[src/rtl/alu_sequencer_if.sv]
// ---------------------------------------------------------------------------
// alu_sequencer_if
// Handshake / control bundle between the CPU control unit plus the ALU
// datapath (master side) and the ALU micro-sequencer (slave side).
//   start     : operation request, honoured only while the sequencer is idle
//   op        : requested operation code
//   q0        : datapath Q[0], steers the shift-add multiply
//   a_sign    : datapath A msb after the trial subtract, steers the divide
//   div_zero  : divisor operand is zero, looked at in the LOAD cycle
//   alu_op    : operation latched at start, selects the single-pass function
//   c         : datapath control strobes c[7:0]
//   busy      : sequencer not idle
//   ack       : one-cycle completion pulse
//   err       : qualifies ack when the operation was aborted
// ---------------------------------------------------------------------------
interface alu_sequencer_if;
   logic       start;
   logic [2:0] op;
   logic       q0;
   logic       a_sign;
   logic       div_zero;
   logic [2:0] alu_op;
   logic [7:0] c;
   logic       busy;
   logic       ack;
   logic       err;

   modport master (
      output start, op, q0, a_sign, div_zero,
      input  alu_op, c, busy, ack, err
   );

   modport slave (
      input  start, op, q0, a_sign, div_zero,
      output alu_op, c, busy, ack, err
   );
endinterface

[src/rtl/alu_sequencer.sv]
// ---------------------------------------------------------------------------
// alu_sequencer
// Multi-cycle ALU controller. Takes start/op from the CPU control unit and
// walks the ALU datapath through single-pass ADD/SUB/AND/OR/XOR, shift-add
// MUL and restoring DIV, finishing every operation with a one-cycle ack.
// Ports:
//   clk    : system clock, rising edge
//   rst_b  : synchronous active-low reset
//   bus    : alu_sequencer_if.slave (start/op/q0/a_sign/div_zero in,
//            alu_op/c/busy/ack/err out)
// Strobes: c0 LOAD | c1 A+=M | c2 A-=M | c3 A=Q alu_op M | c4 {A,Q}>>1 |
//          c5 {A,Q}<<1 | c6 Q[0]=1 | c7 drive result
// ---------------------------------------------------------------------------
module alu_sequencer #(
   parameter int N = 16
) (
   input  logic             clk,
   input  logic             rst_b,
   alu_sequencer_if.slave   bus
);

   localparam int            CW       = $clog2(N);
   localparam logic [CW-1:0] CNT_LAST = CW'(N - 1);

   localparam logic [2:0] OP_MUL = 3'b101;
   localparam logic [2:0] OP_DIV = 3'b110;
   localparam logic [2:0] OP_RSV = 3'b111;

   typedef enum logic [13:0] {
      S_IDLE      = 14'h0001,
      S_LOAD      = 14'h0002,
      S_EXEC      = 14'h0004,
      S_M_TEST    = 14'h0008,
      S_M_ADD     = 14'h0010,
      S_M_SHIFT   = 14'h0020,
      S_D_SHIFT   = 14'h0040,
      S_D_SUB     = 14'h0080,
      S_D_CHK     = 14'h0100,
      S_D_RESTORE = 14'h0200,
      S_D_SET     = 14'h0400,
      S_OUT       = 14'h0800,
      S_DONE      = 14'h1000,
      S_ERR       = 14'h2000
   } state_e;

   state_e        state_q, state_d;
   logic [CW-1:0] cnt_q;
   logic [2:0]    alu_op_q;
   logic [7:0]    c_q;
   logic          busy_q, ack_q, err_q;
   logic          cnt_last;

   // Loops exit on the last index rather than wrapping the counter.
   assign cnt_last = (cnt_q == CNT_LAST);

   always_comb begin
      state_d = state_q;
      case (state_q)
         S_IDLE:      if (bus.start) state_d = S_LOAD;
         S_LOAD: begin
            // Decisions use the latched opcode so late op changes are ignored.
            if (alu_op_q == OP_RSV || (alu_op_q == OP_DIV && bus.div_zero))
               state_d = S_ERR;
            else if (alu_op_q == OP_MUL)
               state_d = S_M_TEST;
            else if (alu_op_q == OP_DIV)
               state_d = S_D_SHIFT;
            else
               state_d = S_EXEC;
         end
         S_EXEC:      state_d = S_OUT;
         S_M_TEST:    state_d = bus.q0 ? S_M_ADD : S_M_SHIFT;
         S_M_ADD:     state_d = S_M_SHIFT;
         S_M_SHIFT:   state_d = cnt_last ? S_OUT : S_M_TEST;
         S_D_SHIFT:   state_d = S_D_SUB;
         S_D_SUB:     state_d = S_D_CHK;
         S_D_CHK:     state_d = bus.a_sign ? S_D_RESTORE : S_D_SET;
         S_D_RESTORE: state_d = cnt_last ? S_OUT : S_D_SHIFT;
         S_D_SET:     state_d = cnt_last ? S_OUT : S_D_SHIFT;
         S_OUT:       state_d = S_DONE;
         S_DONE:      state_d = S_IDLE;
         S_ERR:       state_d = S_IDLE;
         default:     state_d = S_IDLE;
      endcase
   end

   // Outputs are decoded from the next state and registered, so they are
   // glitch-free and line up exactly with the state they belong to.
   always_ff @(posedge clk) begin
      if (!rst_b) begin
         state_q  <= S_IDLE;
         cnt_q    <= '0;
         alu_op_q <= '0;
         c_q      <= '0;
         busy_q   <= 1'b0;
         ack_q    <= 1'b0;
         err_q    <= 1'b0;
      end else begin
         state_q <= state_d;

         if (state_q == S_IDLE && bus.start)
            alu_op_q <= bus.op;

         if (state_q == S_LOAD)
            cnt_q <= '0;
         else if ((state_q == S_M_SHIFT || state_q == S_D_RESTORE ||
                   state_q == S_D_SET) && !cnt_last)
            cnt_q <= cnt_q + 1'b1;

         c_q <= {state_d == S_OUT,
                 state_d == S_D_SET,
                 state_d == S_D_SHIFT,
                 state_d == S_M_SHIFT,
                 state_d == S_EXEC,
                 state_d == S_D_SUB,
                 (state_d == S_M_ADD || state_d == S_D_RESTORE),
                 state_d == S_LOAD};
         busy_q <= (state_d != S_IDLE);
         ack_q  <= (state_d == S_DONE || state_d == S_ERR);
         err_q  <= (state_d == S_ERR);
      end
   end

   assign bus.alu_op = alu_op_q;
   assign bus.c      = c_q;
   assign bus.busy   = busy_q;
   assign bus.ack    = ack_q;
   assign bus.err    = err_q;

endmodule
[src/flat_wrapper.sv]
// flat-port wrapper written by rule: the top's interface ports become plain ports
module alu_sequencer_flat 
#(
   parameter int N = 16
)
  (clk, rst_b, bus_start, bus_op, bus_q0, bus_a_sign, bus_div_zero, bus_alu_op, bus_c, bus_busy, bus_ack, bus_err);
  alu_sequencer_if bus_i ();
  input  logic clk;
  input  logic rst_b;
  input wire logic [$bits(bus_i.start)-1:0] bus_start;
  input wire logic [$bits(bus_i.op)-1:0] bus_op;
  input wire logic [$bits(bus_i.q0)-1:0] bus_q0;
  input wire logic [$bits(bus_i.a_sign)-1:0] bus_a_sign;
  input wire logic [$bits(bus_i.div_zero)-1:0] bus_div_zero;
  output wire logic [$bits(bus_i.alu_op)-1:0] bus_alu_op;
  output wire logic [$bits(bus_i.c)-1:0] bus_c;
  output wire logic [$bits(bus_i.busy)-1:0] bus_busy;
  output wire logic [$bits(bus_i.ack)-1:0] bus_ack;
  output wire logic [$bits(bus_i.err)-1:0] bus_err;
  assign bus_i.start = bus_start;
  assign bus_i.op = bus_op;
  assign bus_i.q0 = bus_q0;
  assign bus_i.a_sign = bus_a_sign;
  assign bus_i.div_zero = bus_div_zero;
  assign bus_alu_op = bus_i.alu_op;
  assign bus_c = bus_i.c;
  assign bus_busy = bus_i.busy;
  assign bus_ack = bus_i.ack;
  assign bus_err = bus_i.err;
  alu_sequencer #(.N(N)) u_core (.clk(clk), .rst_b(rst_b), .bus(bus_i));
endmodule
[config.mk]
export PLATFORM = sky130hd
export DESIGN_NAME = alu_sequencer_flat
export DESIGN_NICKNAME = d
export VERILOG_FILES = /design/src/rtl/alu_sequencer_if.sv /design/src/rtl/alu_sequencer.sv /design/src/flat_wrapper.sv
export SDC_FILE = /design/constraint.sdc
export NUM_CORES = 1
export LEC_CHECK = 0
export BUFFER_PORTS_ARGS = -buffer_cell sky130_fd_sc_hd__buf_2
export CAP_MARGIN = 20
export CORE_AREA = 2 2 53 55
export CTS_CLUSTER_DIAMETER = 50
export DETAILED_ROUTE_END_ITERATION = 7
export DIE_AREA = 0 0 55 57
export MAX_ROUTING_LAYER = met4
export PLACE_DENSITY = 0.92
export RECOVER_POWER = 100
export SLEW_MARGIN = 0
export SYNTH_ARGS = -nofsm -noshare
export SYNTH_HDL_FRONTEND = slang
export SYNTH_SLANG_ARGS = --single-unit
export TNS_END_PERCENT = 30
[constraint.sdc]
create_clock -name clk -period 2.95 [get_ports clk]
set_input_delay 0.295 -clock clk [delete_from_list [all_inputs] [get_ports clk]]
set_output_delay 0.295 -clock clk [all_outputs]
set_load 0.01 [all_outputs]
==> impl_metrics.ini <==
[final_layout]
nets = 189
num-fill-cells = 237
area_delta_synth_final_pct = 7.831
drive_gt1_frac = 0.1229
antennaDiodeCount = 0
final_cells = 210
multi_input_area_um2 = 742.0
postLayoutCellArea_um2 = 1568
fin_util = 0.5995
seqCellArea_um2 = 640.6

[placed_design]
dpl_cell_area_um2 = 1560
dp.cells = 203
port_buffers = 22
hpwl_mm = 2.446
gp_congestion = 0.9554

[route]
vias = 1286
ant_nets = 0
dr.pass1.iters = 4
via_per_inst = 6.124
wl_mm = 3.221
wl_per_cell_um = 15.34
drc = 0
dr.first_iter.drc_count = 47

[timing]
drv_slew = 0
final-hold-violation-count = 0
worstMarginPinSlew_ps = 655.5
grt_setup_unrepaired = no
holdWs_ps = 147.1
setup_viol = 0
period_share = 0.7430
slew_headroom = 0.5590
fin_tns_setup_ps = 0
max_freq_mhz = 456.2
min_period_ps = 2192
skew_ps = 6.910

[yosys]
mappedNetlistNets = 165
yosys.area.top_type_share = 0.4406
async_reset_ff_frac = 0
synthFlopType = dfxtp_1
synth_most_common_cell = dfxtp_1
yosysSeqAreaShare = 0.4406
yosysWarningCount = 0
synth_seq_cells = 32
yosys.area.top_type = dfxtp_1
syn_area_um2 = 1454
yosys-top-cells-area = dfxtp_1 44%, mux2i_1 4.8%, nand2_1 4.6%
syn_area_per_cell_um2 = 9.380
yosysUniqueCellTypes = 43
yosys-top-cells-count = 32 x dfxtp_1, 18 x nand2_1, 9 x nor2_1, 7 x mux2i_1, 7 x o21ai_0
synth_edf_count = 0
synthCells = 155

[power_and_ir_drop]
p_comb_frac = 0.127
sw_frac_of_total = 0.2743
p_clk_frac = 0.290
p_per_area_nw_per_um2 = 506.5
ir_drop_v = 0.0003942
intPower_w = 0.0005763
p_seq_frac = 0.584
p_leak_nw = 0.6123
switchingPower_w = 0.0002178

[critical_path]
worst-path-max-fanout = 11
worstPathArrival_ps = 2380
reg2reg_slack_ps = 760
crit_slowest_cell = o21ai_0
worstSetupPathType = reg -> reg
cp.required_ps = 3140
worstSetupStartpointType = flop
crit_chain = nor4_1, nand4_1, o21ai_0, nor4bb_1
max_stage_delay_ps = 610
cp-end-kind = flop

[global_route]
grt-ovfl-total = 0
antenna_found_initial = 0
grt.total_usage = 0.2480
grt_pass1_vias = 1213
grt_max_degree = 15
grt_pass1_wl_mm = 5.375

[clock_tree]
worstSkewPairLatency_ps = 330
cts_buffers = 5
path_clk_slew_ps = 90
cts_max_path_buffers = 2
cts_max_level = 2
cts_tree = built
root_buffer = clkbuf_4
post_cts_buffers = 0
cts_num_sinks = 32
cts_hold_buf = 0
cts_resized = 0

[run]
drv_cap = 0

[floorplan]
die-area_um2 = 3135
ios = 23
die_y_um = 57
core-area_um2 = 2615
initial_utilization = 0.5560
rows = 19
die_x_um = 55

[outcome]
status = completed

[worst_hold_path]
hold_class = in -> reg
cells in the final DEF, fill, tap and decap left out, drive strengths merged, types with 2 or more instances in the layout:
cell type   n
xor2        3
or4         3
nand4b      2
nand2      18
inv         2
or2         3
nor2b       2
nor4        7
buf         8
nor3        4
nand3       6
o21bai      2
a21oi       5
or3         7
nand2b      2
nand4       4
nor3b       3
clkbuf     20
mux2i       7
o21ai       8
nor4b       2
and3        4
nor4bb      2
nor2        9
dfxtp      32
critical path: cells and delay by family, from the launching register on:
family             cells  cell delay, ps
DFF                    1             410
AOI/OAI and AO/OA      1             610
and+or+nand+nor        3            1030
power by group through the flow:
| stage | clock [W] | sequential (W) | combinational, W |
|---|---|---|---|
| 6_report | 0.000230 | 0.000463 | 0.000101 |
| 5_1_grt | 0.000253 | 0.000466 | 0.000111 |
| 4_1_cts | 0.000234 | 0.000463 | 0.000105 |
| 3_5_place_dp | 0 | 0.000473 | 0.000104 |
| 3_3_place_gp | 0 | 0.000471 | 0.0000988 |
| 2_1_floorplan | 0 | 0.000475 | 0.0000676 |
final timing paths:
check	to	start	cells after the start
setup / recovery	u_core.bus.c[6]	u_core.state_q[5]	4
hold / removal	u_core.state_q[10]	bus_a_sign	2
setup reg to reg	u_core.bus.c[6]	u_core.state_q[5]	4
hold reg to reg	u_core.cnt_q[1]	u_core.cnt_q[1]	2
layout make-up:
class | instances | area share
clock buffers | 6 | 0.02634
repair buffers | 22 | 0.05906
clock inverters | 1 | 0.003192
well taps | 31 | 0.02474
inverters | 2 | 0.004789
flip-flops and latches | 32 | 0.4086
multi-input cells | 116 | 0.4733
per-stage QoR:
stage,total power [W],setup slack (ps)
global route,0.0008299,556.0
CTS,0.0008015,916.9
global placement,0.0005702,984.4
detailed placement,0.0005762,931.1
floorplan,0.0005421,1182
finish,0.0007941,758.0
registers in the layout (all words and copies together) (netlist names):
signal / count
u_core.bus.ack: 1
u_core.bus.alu_op: 3
u_core.bus.busy: 1
u_core.bus.c: 8
u_core.bus.err: 1
u_core.cnt_q: 4
u_core.state_q: 14
kinds of logic (layout without fill, tap and decap cells):
| kind of cell | count (synthesis) | in the layout | share of synthesized area |
|---|---|---|---|
| multiplexers | 7 | 7 | 0.04819 |
| adder cells (fa/ha/maj) | 1 | 1 | 0.008604 |
| AO/OA/AOI/OAI | 25 | 25 | 0.1162 |
| AND/OR/NAND/NOR | 80 | 80 | 0.3339 |
| flip-flops | 32 | 32 | 0.4406 |
| XOR/XNOR | 3 | 3 | 0.01808 |
| buffers and inverters | 7 | 31 | 0.03442 |
per-layer routing:
| layer | track usage | vias to the layer above | wire length, um | share of wire |
|---|---|---|---|---|
| met5 | - | - | 0 | 0 |
| met4 | 0.1115 | 0 | 103 | 0.032 |
| met3 | 0.09162 | 12 | 226 | 0.070 |
| met2 | 0.3793 | 51 | 1573 | 0.49 |
| met1 | 0.2843 | 596 | 1318 | 0.41 |
| li1 | - | 627 | - | - |
(Power assumes the default switching activity.)
